$ cat config.mk
export PLATFORM = sky130hd
export DESIGN_NAME = truth_table_sweeper
export DESIGN_NICKNAME = d
export VERILOG_FILES = /design/src/rtl/truth_table_sweeper.sv
export SDC_FILE = /design/constraint.sdc
export NUM_CORES = 1
export LEC_CHECK = 0
export CORE_UTILIZATION = 58
export CTS_BUF_LIST = sky130_fd_sc_hd__clkbuf_8
export CTS_CLUSTER_SIZE = 12
export DETAILED_ROUTE_END_ITERATION = 10
export HOLD_SLACK_MARGIN = 0.08
export PLACE_DENSITY = 0.93
export SYNTH_ARGS = -nofsm -noshare
export SYNTH_HDL_FRONTEND = slang
export SYNTH_SLANG_ARGS = --single-unit
$ cat constraint.sdc
create_clock -name clk -period 5 [get_ports clk]
set_input_delay 1 -clock clk [delete_from_list [all_inputs] [get_ports clk]]
set_output_delay 1 -clock clk [all_outputs]
set_load 0.01 [all_outputs]
$ cat src/rtl/truth_table_sweeper.sv
// Exhaustive truth-table sweeper for a 5-input combinational block.
// Walks all 32 input vectors, waits a settle time on each, samples o and scores it against EXPECT.
module truth_table_sweeper #(
    parameter logic [31:0] EXPECT = 32'h2CE9_4767,
    parameter int          CNT_W  = 4
) (
    input  logic             clk,
    input  logic             rst_n,
    input  logic             start,
    input  logic             abort,
    input  logic [CNT_W-1:0] settle,
    output logic             a_o,
    output logic             b_o,
    output logic             c_o,
    output logic             d_o,
    output logic             s_o,
    input  logic             o_i,
    output logic             busy,
    output logic             done,
    output logic [31:0]      captured,
    output logic [5:0]       mismatch_cnt,
    output logic             first_fail_valid,
    output logic [4:0]       first_fail_idx,
    output logic             pass
);

    typedef enum logic [1:0] {IDLE, SETTLE, SAMPLE, DONE} state_t;

    localparam logic [CNT_W-1:0] ONE      = CNT_W'(1);
    localparam logic [4:0]       LAST_IDX = 5'd31;

    state_t           state_q, state_d;
    logic [4:0]       idx;
    logic [CNT_W-1:0] cnt;
    logic [CNT_W-1:0] settle_q;
    logic             miss;
    logic             settle_end;
    logic [5:0]       mismatch_nxt;

    assign {s_o, a_o, b_o, c_o, d_o} = idx;

    assign miss         = (o_i != EXPECT[idx]);
    assign settle_end   = (cnt == settle_q - ONE);
    assign mismatch_nxt = mismatch_cnt + {5'd0, miss};

    assign busy = (state_q == SETTLE) || (state_q == SAMPLE);
    assign done = (state_q == DONE);

    always_ff @(posedge clk or negedge rst_n) begin
        if (!rst_n) state_q <= IDLE;
        else        state_q <= state_d;
    end

    always_comb begin
        state_d = state_q;
        case (state_q)
            IDLE:    if (start) state_d = SETTLE;
            SETTLE:  if (abort) state_d = IDLE;
                     else if (settle_end) state_d = SAMPLE;
            SAMPLE:  if (abort) state_d = IDLE;
                     else if (idx == LAST_IDX) state_d = DONE;
                     else state_d = SETTLE;
            DONE:    state_d = IDLE;
            default: state_d = IDLE;
        endcase
    end

    // Abort wins over both counter advance and the sample update.
    always_ff @(posedge clk or negedge rst_n) begin
        if (!rst_n) begin
            idx              <= '0;
            cnt              <= '0;
            settle_q         <= '0;
            captured         <= '0;
            mismatch_cnt     <= '0;
            first_fail_valid <= 1'b0;
            first_fail_idx   <= '0;
            pass             <= 1'b0;
        end else begin
            case (state_q)
                IDLE: if (start) begin
                    idx              <= '0;
                    cnt              <= '0;
                    settle_q         <= (settle == '0) ? ONE : settle;
                    captured         <= '0;
                    mismatch_cnt     <= '0;
                    first_fail_valid <= 1'b0;
                    first_fail_idx   <= '0;
                    pass             <= 1'b0;
                end
                SETTLE: if (!abort) begin
                    cnt <= settle_end ? '0 : cnt + ONE;
                end
                SAMPLE: if (!abort) begin
                    captured[idx] <= o_i;
                    mismatch_cnt  <= mismatch_nxt;
                    if (miss && !first_fail_valid) begin
                        first_fail_valid <= 1'b1;
                        first_fail_idx   <= idx;
                    end
                    // pass is resolved on the edge into DONE so it is visible alongside done.
                    if (idx == LAST_IDX) pass <= (mismatch_nxt == 6'd0);
                    else                 idx  <= idx + 5'd1;
                end
                default: ;
            endcase
        end
    end

endmodule

Word-level counts from Yosys, hierarchy flattened:

Memory sizes are Yosys's and may differ from the RTL's.
Index checks and enable logic that the tools add are counted.

* register bits: 60
* memory bits (read-only): 32
* bits of input ports: 9
* output and inout bits: 52
* logic and storage cells: 80
* memories kept: 1

* add/sub/neg operators: 4
* $lt $le $gt $ge: 2
* equal/unequal tests: 13
* multiplexer cells: 35
* reduce and logical (&&, ||, !) cells: 16

Memory list
* (name not given): words 32, bits a word 1, read ports 1, clocked after Yosys merged registers in 0, write ports 0, line 42 `assign miss = (o_i != EXPECT[idx]);`

Operators by type and width (number)
* 32-bit two-way mux: 2
* 32-bit one-hot mux with 2 select lines: 1
* 32-bit bitwise mux: 1
* 5-bit two-way mux: 5
* 5-bit one-hot mux with 2 select lines: 2
* 4-bit two-way mux: 4
* 6-bit two-way mux: 2
* 6-bit one-hot mux with 2 select lines: 1
* 4-bit AND reduction: 3
* 2-bit two-way mux: 5
* 2-bit inequality test, second input constant: 4
* 2-bit one-hot mux with 4 select lines: 1
* 4-bit one-hot mux with 2 select lines: 1
* 1-bit two-way mux: 7
* 6-bit by 1-bit adder with 6-bit output: 1
* 6-bit zero test: 1
* 5-bit by 6-bit less-than comparator with 1-bit output, second input constant: 1
* 3-bit AND reduction: 2
* 5-bit by 1-bit adder with 5-bit output, second input constant: 1
* 1-bit demux with 5-bit select: 1
* 5-bit equality test, second input constant: 1
* 5-bit by 1-bit >= comparator with 1-bit output, second input constant: 1
* 4-bit by 1-bit adder with 4-bit output, second input constant: 1
* 2-bit equality test, second input constant: 2
* 14 further kinds: 19

Logic depth before layout (Yosys ltp):

Gate-level depths: netlist of run 1.

* depth in word-level cells: 8
* depth in mapped cells: 13
* depth with buffers taken out: 12

Worst setup path before layout of run 1:

OpenSTA, ideal clock, no wires.

* path kind: input to register
* start point: input o_i
* end point: register first_fail_idx[0]
* setup time: 0.126 ns
* data arrival time: 2.492 ns
* data required time: 4.874 ns
* path slack: 2.382 ns
* cell stages on the path: 7
* buffers on the path: 3
* cell sequence: buf_6 > or3_1 > or3_1 > buf_2 > and3_1 > buf_6 > a311o_1

* cells in the longest elaborated chain, start to end: 4

RTL lines
* start: declaration: line 17 `input logic o_i,`
* 1-bit inequality test: line 42
* 1-bit logical AND: line 97 `if (miss && !first_fail_valid) begin`
* 2-bit by 1-bit inequality test with 1-bit output (no line)
* 4-bit AND reduction (no line)
* end signal: assignment: line 99 `first_fail_idx <= idx;`
* end: declaration: line 23 `output logic [4:0] first_fail_idx,`

No other way between the ends.
A chain may end at the register's enable or synchronous reset.

Final worst setup path of run 1:

* start point: register idx[1]
* end point: register pass

* cells in the longest elaborated chain, start to end: 8
* elaborated cells on any way between the ends: 11
* those cells by class: add/sub: 1; eq/ne: 3; mux: 4; reduce/logical: 2; memory: 1

RTL lines
* start: declaration: line 33 `logic [4:0] idx;`
* start signal: assignment: line 103 `else idx <= idx + 5'd1;`
* memory read 32 x 1 bit
* 1-bit two-way mux (not written as such): line 42
* 1-bit inequality test: line 42
* 6-bit by 1-bit adder with 6-bit output: line 44 `assign mismatch_nxt = mismatch_cnt + {5'd0, miss};`
* 6-bit zero test: line 102 `if (idx == LAST_IDX) pass <= (mismatch_nxt == 6'd0);`
* 1-bit two-way mux: line 102
* 1-bit two-way mux: line 94 `SAMPLE: if (!abort) begin`
* 1-bit one-hot mux with 2 select lines: line 80 `case (state_q)`
* end signal: assignment: line 102
* end: declaration: line 24 `output logic pass`

Parallel ways exist; a longest one is shown, timed or not. The select of a mux whose other input is x is not followed.

==> key figures, run 1 <==
Floorplanning
  – Core area: approximately 5200 sq um
  – Rows: 26
  – Die Area: between 5000 and 6000 sq um
  – I/O pins: 61
  – Die Y: a little under 80 um
  – Initial Utilization: 0.620
  – Die Width: ~77 um

Drt
  – Post-route ant nets: 0
  – Number of remaining DRC errors: 0
  – Via density: around 6.3
  – Average routed wire per standard cell: between 15 and 20 um
  – DR iter-0 viols: 436
  – Via Count: just under 3,000
  – Initial DRT Pass Iterations: 5
  – Routed wire length: between 8000 and 9000 um

Setup path
  – CP endpoint kind: flip-flop
  – Critical path type: flip-flop to flip-flop
  – Required time of the critical path: roughly 5.3 ns
  – Worst EP arrival: 3.44 ns
  – Critical path startpoint category: flip-flop
  – Worst R2R Start: idx[1]$_DFFE_PN0P_
  – Critical path peak fanout: 11
  – Worst R2R End: pass$_DFFE_PN0P_
  – Setup crit start: idx[1]$_DFFE_PN0P_
  – Reg2Reg Depth: 12
  – R2R Setup Slk: roughly 1.8 ns

Layout
  – Final #Nets: 424
  – Commonest cells after routing, fill and taps aside: o21ai_0 (74), dfrtp_1 (60), clkdlybuf4s50_1 (59)
  – Fillers: between 300 and 400
  – Commonest non-fill, non-tap cell in the layout: o21ai_0
  – Sequential cell area: 1500 sq um
  – Area Growth Syn to Fin: 24.0%
  – Diodes inserted: 0
  – Multi-input gate area: 1580 sq um
  – Layout cells sized above 1: 0.0688

Yosys
  – Seq/Total Area, Yosys: 0.462
  – Dominant synthesized flop cell: dfrtp_1
  – Mapped cell area: approximately 3200 sq um
  – Yosys reg bits: 60
  – Post-Syn Nets: 374
  – Post-synth ARST share: 1.00
  – Syn. warnings: 0
  – Syn avg cell area: just over 9 sq um
  – Post-synth EDFFs: 0
  – Synth cell types: 44
  – Post-Synthesis Cells: roughly 350

Timing
  – Post-Route Skew: approximately 0.007 ns
  – Final setup vio count: 0
  – Min cycle time layout: roughly 3.2 ns
  – Fmax: 0.315 GHz
  – Final slew viol count: 0
  – Sum Neg Setup Slack: 0 ns
  – RSZ-0062 raised after global routing: false
  – Least-Margin Pin Slew: 0.934 ns
  – Final period util: 0.635
  – Final WS setup: ~1.8 ns
  – Slew margin rel.: 0.375
  – Fin. Hold Viols: 0

Global routing
  – Gr ovfl total: 0
  – Global-route wire length before repair: between 10,000 and 15,000 um
  – Vias in the first global route: about 2,800
  – GRT Total Usage: 0.293
  – Antenna violations before repair: 0
  – Largest net degree at the start of global routing: around 60

Place
  – Port buffer count: 60
  – DP HPWL: between 5000 and 6000 um
  – Pre-CTS worst setup slack: around 1.7 ns
  – GPL Wtd Cong: about 0.80

Power and ir drop
  – Pwr/cell area: 379 nW/um^2
  – Maximum vdd drop: 0.253 mV
  – P_leak: around 1.7 nW

Hold path
  – Worst hold start: captured[27]$_DFFE_PN0P_
  – Hold Crit Depth: 2
  – Hold endpoint: captured[27]$_DFFE_PN0P_
  – Worst hold path type: flip-flop to flip-flop

Clock tree
  – Clock-pin slew on the worst setup and hold paths: about 0.070 ns
  – Num CTS Buffers: 9
  – Cts hold-fix bufs: 0
  – Worst-Skew Late Latency: between 0.3 and 0.4 ns
  – Postcts setup bufs: 0
  – Post-cts resize count: 0
  – Clock Tree Buf Depth: 2
  – Root buffer cell: clkbuf_8
  – Clock sinks: 60
  – CTS tree: done
  – CTS H-tree depth: 3

Status
  – Outcome: finished clean

Run
  – Max-cap check violation count: 0
-- how the worst max path moves through the flow --
stage / slack, ns / end / cells past startpoint
6_report: 1.82 / pass$_DFFE_PN0P_ / 12
5_1_grt: 1.65 / captured[8]$_DFFE_PN0P_ / 6
4_1_cts: 1.87 / pass$_DFFE_PN0P_ / 12
3_5_place_dp: 1.73 / captured[10]$_DFFE_PN0P_ / 5
3_3_place_gp: 1.86 / captured[18]$_DFFE_PN0P_ / 5
2_1_floorplan: 2.38 / first_fail_idx[0]$_DFFE_PN0P_ / 7
-- final cells by class --
cell class,count,area share
inverters,12,0.0118
clock buffers,9,0.0307
repair buffers,62,0.152
multi-input cells,257,0.392
flip-flops and latches,60,0.373
well taps,70,0.0217
clock inverters,7,0.0193
-- report_power, final --
part / total, mW / leakage [nW] / switching, mW / internal, mW
clock: 0.443 / 0.0994 / 0.211 / 0.232
combinational: 0.516 / 0.814 / 0.327 / 0.189
sequential: 0.568 / 0.824 / 0.0435 / 0.525
-- cell families (layout without fill, tap and decap cells) --
kind of cell | Yosys count | in the layout | synth area share
simple gates | 82 | 82 | 0.127
flops | 60 | 60 | 0.462
compound gates | 145 | 145 | 0.260
xor+xnor | 12 | 12 | 0.0324
buf+inv | 35 | 90 | 0.0512
mux | 5 | 5 | 0.0169
fa+ha+maj | 13 | 13 | 0.0501
-- state kept, by name (all words and copies together) (netlist names) --
signal and count:
state_q 2, captured 32, first_fail_valid 1, cnt 4
settle_q 4, pass 1, first_fail_idx 5, mismatch_cnt 6
idx 5
-- metrics by stage --
step / hold slack [ns] / cell area [sq um] / power, mW / instances / utilization
after CTS: 0.516 / 4030 / 1.52 / 477 / 0.769
after global routing: 0.559 / 4030 / 1.61 / 477 / 0.769
after global placement: 0.492 / 3830 / 1.06 / 461 / 0.731
after detailed placement: 0.498 / 3830 / 1.09 / 461 / 0.731
after floorplan: 0.501 / 3250 / 0.957 / 352 / -
final: 0.514 / 4030 / 1.53 / 477 / 0.769
-- cells in the mapped netlist, types with 2 or more instances --
master / instances / area share
a21o_1: 2 / 0.0046
a21oi_1: 39 / 0.060
a22o_1: 7 / 0.019
a311o_1: 5 / 0.015
a31oi_1: 6 / 0.012
and2_1: 6 / 0.012
and3_1: 3 / 0.0058
buf_1: 2 / 0.0023
buf_2: 2 / 0.0031
buf_4: 2 / 0.0046
buf_6: 3 / 0.010
clkbuf_1: 14 / 0.016
dfrtp_1: 60 / 0.46
ha_1: 13 / 0.050
inv_1: 10 / 0.012
mux2_2: 4 / 0.014
nand2_1: 24 / 0.028
nand2b_1: 4 / 0.0077
nand3_1: 11 / 0.017
nand4_1: 2 / 0.0039
nor2_1: 12 / 0.014
nor3_1: 10 / 0.015
o211ai_1: 2 / 0.0046
o21ai_0: 74 / 0.11
o31ai_1: 4 / 0.0092
or3_1: 3 / 0.0058
xnor2_1: 11 / 0.030
-- worst max-delay path: stages, from the launching register on --
cell and delay [ns]:
dfrtp_1 0.49, inv_1 0.14, ha_1 0.46, inv_1 0.08, a221oi_1 0.43, nor3_1 0.10, a21oi_1 0.19, xnor2_1 0.09
ha_1 0.20, ha_1 0.29, nor3_1 0.23, nand4_1 0.14, o31ai_1 0.25
-- layer usage --
layer,global-route usage,wire (um),vias to the layer above,part of all wire
met5,0,0,-,0
met4,0.160,192,0,0.023
met3,0.0488,735,18,0.090
met2,0.441,3770,174,0.46
met1,0.405,3480,1411,0.43
li1,-,-,1380,-
No activity file was read; power rests on OpenSTA's default activity.
==> inputs of run 2 (changes only) <==
--- a/config.mk
+++ b/config.mk
@@ -5,12 +5,12 @@
 export SDC_FILE = /design/constraint.sdc
 export NUM_CORES = 1
 export LEC_CHECK = 0
-export CORE_UTILIZATION = 58
+export CORE_UTILIZATION = 54
 export CTS_BUF_LIST = sky130_fd_sc_hd__clkbuf_8
 export CTS_CLUSTER_SIZE = 12
 export DETAILED_ROUTE_END_ITERATION = 10
 export HOLD_SLACK_MARGIN = 0.08
-export PLACE_DENSITY = 0.93
+export PLACE_DENSITY = 0.87
 export SYNTH_ARGS = -nofsm -noshare
 export SYNTH_HDL_FRONTEND = slang
 export SYNTH_SLANG_ARGS = --single-unit
==> constraint.sdc (replaced) <==
create_clock -name clk -period 3.1 [get_ports clk]
set_input_delay 0.62 -clock clk [delete_from_list [all_inputs] [get_ports clk]]
set_output_delay 0.62 -clock clk [all_outputs]
set_load 0.01 [all_outputs]
==> key figures, run 2 (synthesis results as in run 1) <==
Clock tree
  – CTS tree: done (unchanged)
  – Postcts setup bufs: 0 (unchanged)
  – CTS H-tree depth: 3 (unchanged)
  – Clock sinks: 60 (unchanged)
  – Num CTS Buffers: 9 (unchanged)
  – Clock-pin slew on the worst setup and hold paths: 0.06 ns (was 0.07 ns)
  – Cts hold-fix bufs: 0 (unchanged)
  – Post-cts resize count: 0 (unchanged)
  – Clock Tree Buf Depth: 2 (unchanged)
  – Worst-Skew Late Latency: 0.34 ns (was 0.35 ns)
  – Root buffer cell: clkbuf_8 (unchanged)

Setup path
  – Critical path startpoint category: flip-flop (unchanged)
  – CP endpoint kind: flip-flop (unchanged)
  – Critical path type: flip-flop to flip-flop (unchanged)
  – Worst EP arrival: 3.09 ns (was 3.44 ns)
  – Critical path peak fanout: 9 (was 11)
  – Required time of the critical path: 3.34 ns (was 5.26 ns)

Layout
  – Commonest cells after routing, fill and taps aside: o21ai_0 (74), dfrtp_1 (60), clkdlybuf4s50_1 (59) (unchanged)
  – Fillers: 419 (was 368)
  – Commonest non-fill, non-tap cell in the layout: o21ai_0 (unchanged)
  – Flip-flop count of the largest register after layout: 32 (unchanged)
  – Diodes inserted: 0 (unchanged)
  – Multi-input gate area: 1590 sq um (was 1580 sq um)
  – Area Growth Syn to Fin: 25.2% (was 24.0%)
  – Biggest register: captured (unchanged)
  – Biggest regs: captured (32), mismatch_cnt (6) (unchanged)
  – Final #Nets: 432 (was 424)
  – Layout cells sized above 1: 0.0892 (was 0.0688)
  – Layout Utilization: 0.721 (was 0.769)
  – Sequential cell area: 1500 sq um (unchanged)

Power and ir drop
  – Maximum vdd drop: 0.437 mV (was 0.253 mV)
  – Total power draw: 2.38 mW (was 1.53 mW)
  – Pwr/cell area: 584 nW/um^2 (was 379 nW/um^2)
  – P_leak: 1.77 nW (was 1.74 nW)

Status
  – Outcome: finished clean (unchanged)

Timing
  – Final period util: 0.919 (was 0.635)
  – Slew margin rel.: 0.558 (was 0.375)
  – Post-Route Skew: 0.00461 ns (was 0.00683 ns)
  – Fmax: 0.351 GHz (was 0.315 GHz)
  – Least-Margin Pin Slew: 0.660 ns (was 0.934 ns)
  – Fin. Hold Viols: 0 (unchanged)
  – RSZ-0062 raised after global routing: false (unchanged)
  – Final slew viol count: 0 (unchanged)
  – Final setup vio count: 0 (unchanged)
  – Sum Neg Setup Slack: 0 ns (unchanged)
  – Min cycle time layout: 2.85 ns (was 3.18 ns)

Drt
  – Average routed wire per standard cell: 16.5 um (was 17.1 um)
  – Via density: 6.16 (was 6.25)
  – Routed wire length: 8030 um (was 8170 um)
  – DR iter-0 viols: 276 (was 436)
  – Via Count: 2,998 (was 2,983)
  – Post-route ant nets: 0 (unchanged)
  – Number of remaining DRC errors: 0 (unchanged)
  – Initial DRT Pass Iterations: 5 (unchanged)

Place
  – DP HPWL: 5440 um (was 5410 um)
  – GPL Wtd Cong: 0.873 (was 0.798)
  – Port buffer count: 60 (unchanged)

Hold path
  – Worst hold path type: input port to async pin (was flip-flop to flip-flop)

Run
  – Max-cap check violation count: 0 (unchanged)

Floorplanning
  – Die Y: 79.6 um (was 76.8 um)
  – Core area: 5640 sq um (was 5240 sq um)
  – Rows: 27 (was 26)
  – Initial Utilization: 0.576 (was 0.620)
  – Die Area: 6330 sq um (was 5900 sq um)
  – Die Width: 79.6 um (was 76.8 um)
  – I/O pins: 61 (unchanged)

Global routing
  – Antenna violations before repair: 0 (unchanged)
  – Largest net degree at the start of global routing: 42 (was 61)
  – Global-route wire length before repair: 13,200 um (was 13,400 um)
  – Vias in the first global route: 2,722 (was 2,763)
  – GRT Total Usage: 0.278 (was 0.293)
  – Gr ovfl total: 0 (unchanged)
==> run 2: worst max-delay path, cell delays in order (launching register included) <==
cell     delay (ns)
dfrtp_1        0.53
inv_1          0.11
ha_2           0.36
o21ai_1        0.06
a21oi_1        0.25
nor3_1         0.09
a21oi_1        0.19
xnor2_1        0.09
ha_1           0.19
ha_1           0.29
nor3_1         0.21
nand4_1        0.13
o31ai_1        0.24
==> run 2: power breakdown <==
group | total (mW) | leakage [nW] | switching [mW] | internal [mW]
logic | 0.850 | 0.854 | 0.528 | 0.322
clock network | 0.609 | 0.0930 | 0.307 | 0.302
registers | 0.917 | 0.824 | 0.0696 | 0.847
total | 2.38 | 1.77 | 0.904 | 1.47
==> run 2: metrics by stage <==
| step | hold slack, ns | instances | cell area [sq um] | worst slack [ns] |
|---|---|---|---|---|
| after CTS | 0.249 | 487 | 4060 | 0.174 |
| final | 0.236 | 487 | 4070 | 0.250 |
| after global routing | 0.266 | 487 | 4070 | 0.0172 |
| after global placement | 0.493 | 471 | 3890 | 0.432 |
| after detailed placement | 0.496 | 471 | 3890 | 0.208 |
| after floorplan | 0.324 | 352 | 3250 | 0.545 |
==> run 2: metal layers <==
metal / global-route usage / vias up / routed length [um]
met4: 0.144 / 0 / 155
met2: 0.423 / 150 / 3840
met1: 0.381 / 1445 / 3410
met3: 0.0446 / 15 / 624
met5: 0 / - / 0
li1: - / 1388 / -
==> run 2: final cells by class <==
class                   instances  area share
multi-input cells             257       0.391
flip-flops and latches         60       0.369
repair buffers                 70       0.165
clock buffers                  10      0.0338
well taps                      72      0.0221
inverters                      12      0.0117
clock inverters                 6     0.00769
==> run 2: worst paths after layout <==
check | cells after the start | slack (ns) | to | from
worst min-delay path | 1 | 0.24 | settle_q[0]$_DFFE_PN0P_ | rst_n
worst max register to register | 12 | 0.25 | pass$_DFFE_PN0P_ | idx[1]$_DFFE_PN0P_
max in group asynchronous | 2 | 2.00 | idx[4]$_DFFE_PN0P_ | rst_n
min in group clk | 2 | 0.51 | captured[3]$_DFFE_PN0P_ | captured[3]$_DFFE_PN0P_
worst max-delay path | 12 | 0.25 | pass$_DFFE_PN0P_ | idx[1]$_DFFE_PN0P_
worst min register to register | 2 | 0.51 | captured[3]$_DFFE_PN0P_ | captured[3]$_DFFE_PN0P_
==> inputs of run 3 (changes only) <==
--- a/config.mk
+++ b/config.mk
@@ -5,6 +5,8 @@
 export SDC_FILE = /design/constraint.sdc
 export NUM_CORES = 1
 export LEC_CHECK = 0
+export CAP_MARGIN = 15
+export CORE_MARGIN = 2
 export CORE_UTILIZATION = 54
 export CTS_BUF_LIST = sky130_fd_sc_hd__clkbuf_8
 export CTS_CLUSTER_SIZE = 12
==> key figures, run 3 (synthesis results as in run 1) <==
Setup path
  – Critical path startpoint category: flip-flop (unchanged)
  – Reg2Reg Depth: 13 (was 12)
  – R2R Setup Slk: 0.29 ns (was 0.25 ns)
  – Worst R2R End: pass$_DFFE_PN0P_ (unchanged)
  – Critical path peak fanout: 9 (unchanged)
  – Critical path type: flip-flop to flip-flop (unchanged)
  – Required time of the critical path: 3.35 ns (was 3.34 ns)
  – Worst R2R Start: idx[1]$_DFFE_PN0P_ (unchanged)
  – CP endpoint kind: flip-flop (unchanged)
  – Worst EP arrival: 3.06 ns (was 3.09 ns)

Drt
  – Via Count: 3,072 (was 2,998)
  – DR iter-0 viols: 361 (was 276)
  – Via density: 6.24 (was 6.16)
  – Routed wire length: 8480 um (was 8030 um)
  – Initial DRT Pass Iterations: 7 (was 5)
  – Post-route ant nets: 0 (unchanged)
  – Number of remaining DRC errors: 0 (unchanged)
  – Average routed wire per standard cell: 17.2 um (was 16.5 um)

Global routing
  – Antenna violations before repair: 0 (unchanged)
  – Largest net degree at the start of global routing: 37 (was 42)
  – Global-route wire length before repair: 14,100 um (was 13,200 um)
  – Vias in the first global route: 3,000 (was 2,722)
  – GRT Total Usage: 0.279 (was 0.278)
  – Gr ovfl total: 0 (unchanged)

Place
  – Pre-CTS worst setup slack: 0.254 ns (was 0.208 ns)
  – DP HPWL: 5770 um (was 5440 um)
  – Port buffer count: 60 (unchanged)
  – GPL Wtd Cong: 0.868 (was 0.873)

Timing
  – Sum Neg Setup Slack: 0 ns (unchanged)
  – Hold_ws: 0.170 ns (was 0.236 ns)
  – Post-Route Skew: 0.0125 ns (was 0.00461 ns)
  – Final slew viol count: 0 (unchanged)
  – Fin. Hold Viols: 0 (unchanged)
  – RSZ-0062 raised after global routing: false (unchanged)
  – Least-Margin Pin Slew: 0.692 ns (was 0.660 ns)
  – Min cycle time layout: 2.81 ns (was 2.85 ns)
  – Final period util: 0.907 (was 0.919)
  – Final setup vio count: 0 (unchanged)
  – Fmax: 0.356 GHz (was 0.351 GHz)
  – Final WS setup: 0.288 ns (was 0.250 ns)
  – Slew margin rel.: 0.539 (was 0.558)

Layout
  – Final #Nets: 434 (was 432)
  – Commonest non-fill, non-tap cell in the layout: o21ai_0 (unchanged)
  – Area Growth Syn to Fin: 27.3% (was 25.2%)
  – Biggest register: captured (unchanged)
  – Flip-flop count of the largest register after layout: 32 (unchanged)
  – Fillers: 420 (was 419)
  – Diodes inserted: 0 (unchanged)
  – Layout cells sized above 1: 0.0911 (was 0.0892)
  – Biggest regs: captured (32), mismatch_cnt (6) (unchanged)
  – Commonest cells after routing, fill and taps aside: o21ai_0 (74), dfrtp_1 (60), clkdlybuf4s50_1 (59) (unchanged)

Floorplanning
  – Die Width: 81.6 um (was 79.6 um)
  – Initial Utilization: 0.555 (was 0.576)
  – Die Y: 81.6 um (was 79.6 um)
  – Rows: 28 (was 27)
  – Die Area: 6650 sq um (was 6330 sq um)
  – Core area: 5850 sq um (was 5640 sq um)
  – I/O pins: 61 (unchanged)

Status
  – Outcome: finished clean (unchanged)

Power and ir drop
  – Pwr/cell area: 624 nW/um^2 (was 584 nW/um^2)
  – P_leak: 1.80 nW (was 1.77 nW)
  – Maximum vdd drop: 0.342 mV (was 0.437 mV)

Clock tree
  – Post-cts resize count: 0 (unchanged)
  – CTS H-tree depth: 3 (unchanged)
  – Clock sinks: 60 (unchanged)
  – Clock Tree Buf Depth: 2 (unchanged)
  – CTS tree: done (unchanged)
  – Clock-pin slew on the worst setup and hold paths: 0.07 ns (was 0.06 ns)
  – Postcts setup bufs: 0 (unchanged)
  – Num CTS Buffers: 9 (unchanged)
  – Root buffer cell: clkbuf_8 (unchanged)
  – Cts hold-fix bufs: 0 (unchanged)
  – Worst-Skew Late Latency: 0.35 ns (was 0.34 ns)

Hold path
  – Worst hold path type: input port to async pin (unchanged)

Run
  – Max-cap check violation count: 0 (unchanged)
==> run 3: changes by cell type in the layout (fill, tap and decap cells not counted), sizes merged <==
| cell | previous run | this run |
|---|---|---|
| bufinv | 0 | 2 |
| clkinv | 4 | 1 |
| buf | 11 | 13 |
| inv | 13 | 14 |
==> run 3: how the worst max path moves through the flow <==
stage / slack [ns] / cells past startpoint / startpoint / endpoint
2_1_floorplan: 0.55 / 13 / idx[1]$_DFFE_PN0P_ / pass$_DFFE_PN0P_
3_3_place_gp: 0.45 / 12 / idx[1]$_DFFE_PN0P_ / pass$_DFFE_PN0P_
3_5_place_dp: 0.25 / 12 / idx[1]$_DFFE_PN0P_ / pass$_DFFE_PN0P_
4_1_cts: 0.21 / 12 / idx[1]$_DFFE_PN0P_ / pass$_DFFE_PN0P_
5_1_grt: 0.006 / 13 / idx[1]$_DFFE_PN0P_ / pass$_DFFE_PN0P_
6_report: 0.29 / 13 / idx[1]$_DFFE_PN0P_ / pass$_DFFE_PN0P_
==> run 3: final cells by class <==
| type | instances | area, sq um | area share |
|---|---|---|---|
| multi-input cells | 257 | 1590 | 0.384 |
| well taps | 75 | 93.8 | 0.0227 |
| flip-flops and latches | 60 | 1500 | 0.363 |
| clock buffers | 10 | 138 | 0.0333 |
| clock inverters | 6 | 80.1 | 0.0194 |
| inverters | 12 | 47.5 | 0.0115 |
| repair buffers | 72 | 686 | 0.166 |
==> run 3: through the flow <==
stage	cell area (sq um)	power (mW)	cells	util
final	4140	2.58	492	0.707
after detailed placement	3910	1.79	476	0.668
after global routing	4140	2.71	492	0.707
after CTS	4130	2.57	492	0.705
after floorplan	3250	1.54	352	-
after global placement	3910	1.75	476	0.668
==> run 3: critical path: stages, from the launching register on <==
cell and delay (ns):
dfrtp_1 0.53, inv_1 0.13, ha_1 0.30, buf_4 0.19
nand2_1 0.08, a21oi_2 0.07, nor3_1 0.16, a21oi_1 0.08
xnor2_1 0.17, ha_1 0.19, ha_1 0.29, nor3_1 0.22
nand4_1 0.12, o31ai_1 0.19
==> run 3: where the power goes <==
part	switching, mW	internal (mW)	leakage, nW
Combinational	0.547	0.335	0.864
Sequential	0.0695	0.847	0.824
Clock	0.314	0.467	0.115
Total	0.931	1.65	1.80
==> run 3: layer usage <==
layer,GRT usage,up-vias,wire (um)
li1,-,1404,-
met1,0.380,1472,3640
met2,0.429,176,4030
met3,0.0505,20,644
met4,0.139,0,161
met5,0,-,0
